--- config.mk ---
export PLATFORM = sky130hd
export DESIGN_NAME = edge_pipe_seq_flat
export DESIGN_NICKNAME = d
export VERILOG_FILES = /design/src/rtl/edge_pipe_seq_if.sv /design/src/rtl/edge_pipe_seq.sv /design/src/flat_wrapper.sv
export SDC_FILE = /design/constraint.sdc
export NUM_CORES = 1
export LEC_CHECK = 0
export BUFFER_PORTS_ARGS = -buffer_cell sky130_fd_sc_hd__buf_2
export CORE_UTILIZATION = 46
export DETAILED_ROUTE_END_ITERATION = 8
export GPL_TIMING_DRIVEN = 0
export PLACE_DENSITY = 0.82
export SYNTH_ARGS = -nofsm -noshare
export SYNTH_HDL_FRONTEND = slang
export SYNTH_SLANG_ARGS = --single-unit
--- constraint.sdc ---
create_clock -name clk -period 1.4 [get_ports clk]
set_input_delay 0.14 -clock clk [delete_from_list [all_inputs] [get_ports clk]]
set_output_delay 0.14 -clock clk [all_outputs]
set_load 0.02 [all_outputs]
--- src/rtl/edge_pipe_seq_if.sv ---
// Control/kernel bundle for the edge-detector frame sequencer.
// Optional macro PERF_CNT_EN adds the CNT_BITS parameter and the cyc_cnt signal.
// Signals: start/abort in, busy/done out, per-stage stg_rst_n/stg_run out,
//   stg_done in, cur_stg and src/dst/res_buf_sel out, cyc_cnt out (perf only).
// master = sequencer side, slave = controller/kernel side.
interface edge_pipe_seq_if #(
    parameter int NUM_STG  = 4,
    parameter int STG_BITS = 2
`ifdef PERF_CNT_EN
    ,
    parameter int CNT_BITS = 32
`endif
);
    logic                start;
    logic                abort;
    logic                busy;
    logic                done;
    logic [NUM_STG-1:0]  stg_rst_n;
    logic [NUM_STG-1:0]  stg_run;
    logic [NUM_STG-1:0]  stg_done;
    logic [STG_BITS-1:0] cur_stg;
    logic                src_buf_sel;
    logic                dst_buf_sel;
    logic                res_buf_sel;
`ifdef PERF_CNT_EN
    logic [CNT_BITS-1:0] cyc_cnt;
`endif

    modport master (
        input  start, abort, stg_done,
        output busy, done, stg_rst_n, stg_run, cur_stg,
        output src_buf_sel, dst_buf_sel, res_buf_sel
`ifdef PERF_CNT_EN
        ,
        output cyc_cnt
`endif
    );

    modport slave (
        output start, abort, stg_done,
        input  busy, done, stg_rst_n, stg_run, cur_stg,
        input  src_buf_sel, dst_buf_sel, res_buf_sel
`ifdef PERF_CNT_EN
        ,
        input  cyc_cnt
`endif
    );
endinterface

--- src/rtl/edge_pipe_seq.sv ---
// Frame-level sequencer: runs NUM_STG kernels in order, clear then run each,
// ping-ponging frame buffers. Optional macro PERF_CNT_EN adds cyc_cnt.
// Ports: clk, rst_n (sync, active low), ctl (edge_pipe_seq_if.master):
//   start/abort/stg_done in; busy/done/stg_rst_n/stg_run/cur_stg,
//   src/dst/res_buf_sel and (perf) cyc_cnt out.
module edge_pipe_seq #(
    parameter int NUM_STG  = 4,
    parameter int STG_BITS = 2
`ifdef PERF_CNT_EN
    ,
    parameter int CNT_BITS = 32
`endif
) (
    input  logic             clk,
    input  logic             rst_n,
    edge_pipe_seq_if.master  ctl
);
    typedef enum logic [1:0] {
        S_IDLE,
        S_CLR,
        S_RUN,
        S_FIN
    } state_t;

    localparam logic [STG_BITS-1:0] LAST = STG_BITS'(NUM_STG - 1);

    state_t              r_state;
    logic [STG_BITS-1:0] r_stg;
    logic                r_busy;
    logic                r_done;
    logic [NUM_STG-1:0]  r_run;
    logic [NUM_STG-1:0]  r_rst_n;

    logic [STG_BITS-1:0] w_nxt_stg;
    logic [NUM_STG-1:0]  w_oh;
    logic [NUM_STG-1:0]  w_nxt_oh;
    logic                w_go;
    logic                w_stg_end;
    logic                w_fin_go;

    assign w_nxt_stg = r_stg + STG_BITS'(1);
    assign w_oh      = NUM_STG'(1) << r_stg;
    assign w_nxt_oh  = NUM_STG'(1) << w_nxt_stg;
    assign w_go      = (r_state == S_IDLE) && ctl.start && !ctl.abort;
    // r_run is one-hot on the active stage, so this masks out idle stages
    assign w_stg_end = (r_state == S_RUN) && !ctl.abort
                       && |(ctl.stg_done & r_run);
    assign w_fin_go  = w_stg_end && (r_stg == LAST);

    always_ff @(posedge clk) begin
        if (!rst_n) begin
            r_state <= S_IDLE;
            r_stg   <= '0;
            r_busy  <= 1'b0;
            r_done  <= 1'b0;
            r_run   <= '0;
            r_rst_n <= '1;
        end else begin
            r_done <= 1'b0;
            unique case (r_state)
                S_IDLE: begin
                    if (w_go) begin
                        r_state <= S_CLR;
                        r_stg   <= '0;
                        r_busy  <= 1'b1;
                        r_rst_n <= ~(NUM_STG'(1));
                    end
                end
                S_CLR: begin
                    r_rst_n <= '1;
                    if (ctl.abort) begin
                        r_state <= S_IDLE;
                        r_stg   <= '0;
                        r_busy  <= 1'b0;
                        r_run   <= '0;
                    end else begin
                        r_state <= S_RUN;
                        r_run   <= w_oh;
                    end
                end
                S_RUN: begin
                    if (ctl.abort) begin
                        r_state <= S_IDLE;
                        r_stg   <= '0;
                        r_busy  <= 1'b0;
                        r_run   <= '0;
                    end else if (w_stg_end) begin
                        r_run <= '0;
                        if (w_fin_go) begin
                            r_state <= S_FIN;
                            r_stg   <= '0;
                            r_busy  <= 1'b0;
                            r_done  <= 1'b1;
                        end else begin
                            r_state <= S_CLR;
                            r_stg   <= w_nxt_stg;
                            r_rst_n <= ~w_nxt_oh;
                        end
                    end
                end
                S_FIN: begin
                    r_state <= S_IDLE;
                end
                default: begin
                    r_state <= S_IDLE;
                end
            endcase
        end
    end

    assign ctl.busy        = r_busy;
    assign ctl.done        = r_done;
    assign ctl.stg_run     = r_run;
    assign ctl.stg_rst_n   = r_rst_n;
    assign ctl.cur_stg     = r_stg;
    assign ctl.src_buf_sel = r_stg[0];
    assign ctl.dst_buf_sel = ~r_stg[0];
    assign ctl.res_buf_sel = (NUM_STG % 2) == 1;

`ifdef PERF_CNT_EN
    logic [CNT_BITS-1:0] r_cnt;
    logic [CNT_BITS-1:0] r_cyc;
    logic [CNT_BITS-1:0] w_cnt_nxt;

    // saturating increment; also the value latched on the final busy edge
    assign w_cnt_nxt = (&r_cnt) ? r_cnt : r_cnt + CNT_BITS'(1);

    always_ff @(posedge clk) begin
        if (!rst_n) begin
            r_cnt <= '0;
            r_cyc <= '0;
        end else begin
            if (w_go) begin
                r_cnt <= '0;
            end else if (r_busy) begin
                r_cnt <= w_cnt_nxt;
            end
            if (w_fin_go) begin
                r_cyc <= w_cnt_nxt;
            end
        end
    end

    assign ctl.cyc_cnt = r_cyc;
`endif
endmodule

--- src/flat_wrapper.sv ---
// flat-port wrapper written by rule: the top's interface ports become plain ports
module edge_pipe_seq_flat 
#(
    parameter int NUM_STG  = 4,
    parameter int STG_BITS = 2

)
  (clk, rst_n, ctl_start, ctl_abort, ctl_stg_done, ctl_busy, ctl_done, ctl_stg_rst_n, ctl_stg_run, ctl_cur_stg, ctl_src_buf_sel, ctl_dst_buf_sel, ctl_res_buf_sel);
  edge_pipe_seq_if #(.NUM_STG(NUM_STG), .STG_BITS(STG_BITS)) ctl_i ();
  input  logic clk;
  input  logic rst_n;
  input wire logic [$bits(ctl_i.start)-1:0] ctl_start;
  input wire logic [$bits(ctl_i.abort)-1:0] ctl_abort;
  input wire logic [$bits(ctl_i.stg_done)-1:0] ctl_stg_done;
  output wire logic [$bits(ctl_i.busy)-1:0] ctl_busy;
  output wire logic [$bits(ctl_i.done)-1:0] ctl_done;
  output wire logic [$bits(ctl_i.stg_rst_n)-1:0] ctl_stg_rst_n;
  output wire logic [$bits(ctl_i.stg_run)-1:0] ctl_stg_run;
  output wire logic [$bits(ctl_i.cur_stg)-1:0] ctl_cur_stg;
  output wire logic [$bits(ctl_i.src_buf_sel)-1:0] ctl_src_buf_sel;
  output wire logic [$bits(ctl_i.dst_buf_sel)-1:0] ctl_dst_buf_sel;
  output wire logic [$bits(ctl_i.res_buf_sel)-1:0] ctl_res_buf_sel;
  assign ctl_i.start = ctl_start;
  assign ctl_i.abort = ctl_abort;
  assign ctl_i.stg_done = ctl_stg_done;
  assign ctl_busy = ctl_i.busy;
  assign ctl_done = ctl_i.done;
  assign ctl_stg_rst_n = ctl_i.stg_rst_n;
  assign ctl_stg_run = ctl_i.stg_run;
  assign ctl_cur_stg = ctl_i.cur_stg;
  assign ctl_src_buf_sel = ctl_i.src_buf_sel;
  assign ctl_dst_buf_sel = ctl_i.dst_buf_sel;
  assign ctl_res_buf_sel = ctl_i.res_buf_sel;
  edge_pipe_seq #(.NUM_STG(NUM_STG), .STG_BITS(STG_BITS)) u_core (.clk(clk), .rst_n(rst_n), .ctl(ctl_i));
endmodule
==> run summary <==
startpoint types: register
post-route non-filler standard cell count: 159
outcome: finished with violations
Synth cell types: 33
CTS Buf Count: 3
Routed Antenna Nets: 0
HP Class: in -> reg
top cell type's share of synthesized area: 0.306
reg2reg start: u_core.r_state[0]
syn nets: 119
dpl cells: 147
GR Overflow Total: 0
die height: 46.7 um
initial core utilization: 0.509
TritonCTS clock tree: built
initial antenna violation count: 0
Clk network pwr share: 0.219
Int Pwr: 696 uW
failing checks: negative setup slack
f_max: 0.672 GHz
setup TNS: -0.290 ns
commonest cells after routing, fill and taps aside: buf_2, nand3_1, buf_4
Tcrit/Tclk final: 1.06
Critical Path End Type: register
combinational power share: 0.346
Area contributors post-synth: dfxtp_1, ha_1, nand3_1
CTS sink cnt: 14
hold-critical path depth: 2
GRT Util Overall: 0.215
core area: 1800 um^2
Max Cap Viol: 0
Power Total: 1.02 mW
register-to-register path setup slack: -0.09 ns
register bit total from synthesis: 14
Synthesis Warnings: 0
Setup CP Type: reg -> reg
HPWL Detailed: 1.45 mm
PortBufs: 20
unrepaired setup endpoints after global routing: yes
slowest stage delay, CP: 0.39 ns
sequential cell area: 295 um^2
total wire length: 2.20 mm
num rows: 15
post-synthesis sequential area ratio: 0.306
layout cells sized above 1: 0.448
final hold slack: 0.0994 ns
FF-to-FF path depth: 7
Sequential Power Share: 0.435
Critical-path top delay cell: dfxtp_4
Die ar.: 2180 um^2
fillers: 154
post-route setup slack: -0.0886 ns
Hold Path Sink: u_core.ctl.stg_run[3]
n_diodes: 0
via count: 833
drt drc: 0
Die Wd: 46.7 um
Mapped Cells: 102
crit path DAT: 1.69 ns
Buffers & Inverters on Critical Path: 2
synthesis-to-layout area growth: 32.9%
global-route wire length before repair: 3.23 mm
static leakage: 0.525 nW
worst-skew pair later-pin latency: 0.28 ns
Switch Pwr: 327 uW
Post-synth EDFFs: 0
Final setup viols: 6
worst-case clock buffer depth: 2
clock skew: 0.00745 ns
HP Start: ctl_abort
Top delay family on crit path: compound AO/OA/AOI/OAI gates
vias in the first global route: 737
Wirelength per Cell: 13.8 um
multi-input gate area in the final layout: 618 um^2
commonest non-fill, non-tap cell in the layout: buf_2
DRT Pass-1 Iters: 4
average cell area after synthesis: 8.99 um^2
async set-reset flop share out of synthesis: 0
pin count of the biggest net entering global routing: 11
H-tree depth: 1
worst vdd ir: 729 uV
CP cell instances: inv_6 -> ha_4 -> buf_6 -> nor2b_4 -> a211oi_2 -> a31oi_1 -> a311oi_1
minimum clock period: 1.49 ns
clock-pin transition on the worst setup and hold timing paths: 0.08 ns
DRT iter0 DRCs: 20
final hold violation count: 0
pwr dens: 840 nW/um^2
vias per std cell: 5.24
switching part of the total: 0.320
Crit Path Max Fanout: 6
critical path data required time: 1.60 ns
# IOs: 23
Cell Area, Synth: 917 um^2
Primary FF master, synth: dfxtp_1
Final nets: 153
Slew Viols, Final: 0
area leader, netlist: dfxtp_1
CTS root buffer: clkbuf_4
pre-CTS setup slack: -0.170 ns
RD Place Congestion: 0.848
R2R Path End: u_core.ctl.busy
-- what timing repair did --
item	CTS	global route
pin swaps	4	6
endpoints found under the setup margin	10	13
gates resized for setup	9	4
buffers inserted	5	4
cloned	0	0
hold buffers	0	0
-- metal layers --
| metal | share of wire | global-route usage | wire (um) |
|---|---|---|---|
| met5 | 0 | 0 | 0 |
| met4 | 0.0041 | 0.0914 | 9 |
| met3 | 0.048 | 0.0510 | 105 |
| met2 | 0.47 | 0.347 | 1040 |
| met1 | 0.48 | 0.270 | 1050 |
-- state kept, by name, indices dropped and copies added (netlist names) --
register	cells
u_core.ctl.stg_run	4
u_core.ctl.busy	1
u_core.ctl.done	1
u_core.ctl.cur_stg	2
u_core.ctl.stg_rst_n	4
u_core.r_state	2
-- cells by family after synthesis --
family	count (synthesis)	synth area share
buffers and inverters	14	0.0778
multiplexers	5	0.0600
adder cells (fa/ha/maj)	9	0.123
AO/OA/AOI/OAI	24	0.224
flip-flops	14	0.306
AND/OR/NAND/NOR	35	0.206
other	1	0.00409
-- per-stage QoR --
stage,utilization,cell area [um^2]
global route,0.676,1220
global placement,0.604,1090
finish,0.676,1220
detailed placement,0.604,1090
CTS,0.656,1180
floorplan,-,957
-- cell usage after synthesis, types with 2 or more instances --
cell	n
ha_1	9
a22oi_1	2
nor2_1	6
nand2_1	8
o32ai_1	2
buf_4	3
mux2i_1	4
inv_1	9
o21ai_0	4
a22o_1	2
and3_1	2
nand2b_1	3
nor2b_1	2
nand3_1	10
dfxtp_1	14
a21oi_1	5
-- worst register-to-register path: stages, from the launching register on --
cell	delay (ns)
dfxtp_4	0.39
inv_6	0.05
ha_4	0.16
buf_6	0.12
nor2b_4	0.12
a211oi_2	0.21
a31oi_1	0.12
a311oi_1	0.23
-- how the worst max path moves through the flow --
stage                                    to  slack [ns]  cells after the start               from
floorplan           u_core.ctl.stg_rst_n[0]     -0.0009                      5  u_core.r_state[1]
global placement      u_core.ctl.cur_stg[1]       -0.14                      7  u_core.r_state[0]
detailed placement    u_core.ctl.cur_stg[1]       -0.17                      7  u_core.r_state[0]
CTS                         u_core.ctl.busy       -0.03                      7  u_core.r_state[0]
global route                u_core.ctl.busy       -0.19                      7  u_core.r_state[0]
finish                      u_core.ctl.busy       -0.09                      7  u_core.r_state[0]
-- area by class of cell --
cell class              count  share of cell area
well taps                  25              0.0257
repair buffers             29               0.141
multi-input cells          74               0.507
inverters                   9              0.0318
clock buffers               3              0.0185
flip-flops and latches     14               0.242
plain buffers               5              0.0339
-- power by group through the flow --
stage | Combinational [mW] | Clock [mW] | Sequential, mW
after detailed placement | 0.284 | 0 | 0.452
after floorplan | 0.192 | 0 | 0.477
final | 0.354 | 0.224 | 0.445
after global placement | 0.278 | 0 | 0.450
after CTS | 0.311 | 0.226 | 0.445
after global routing | 0.377 | 0.254 | 0.450
No activity file was read; power rests on OpenSTA's default activity.
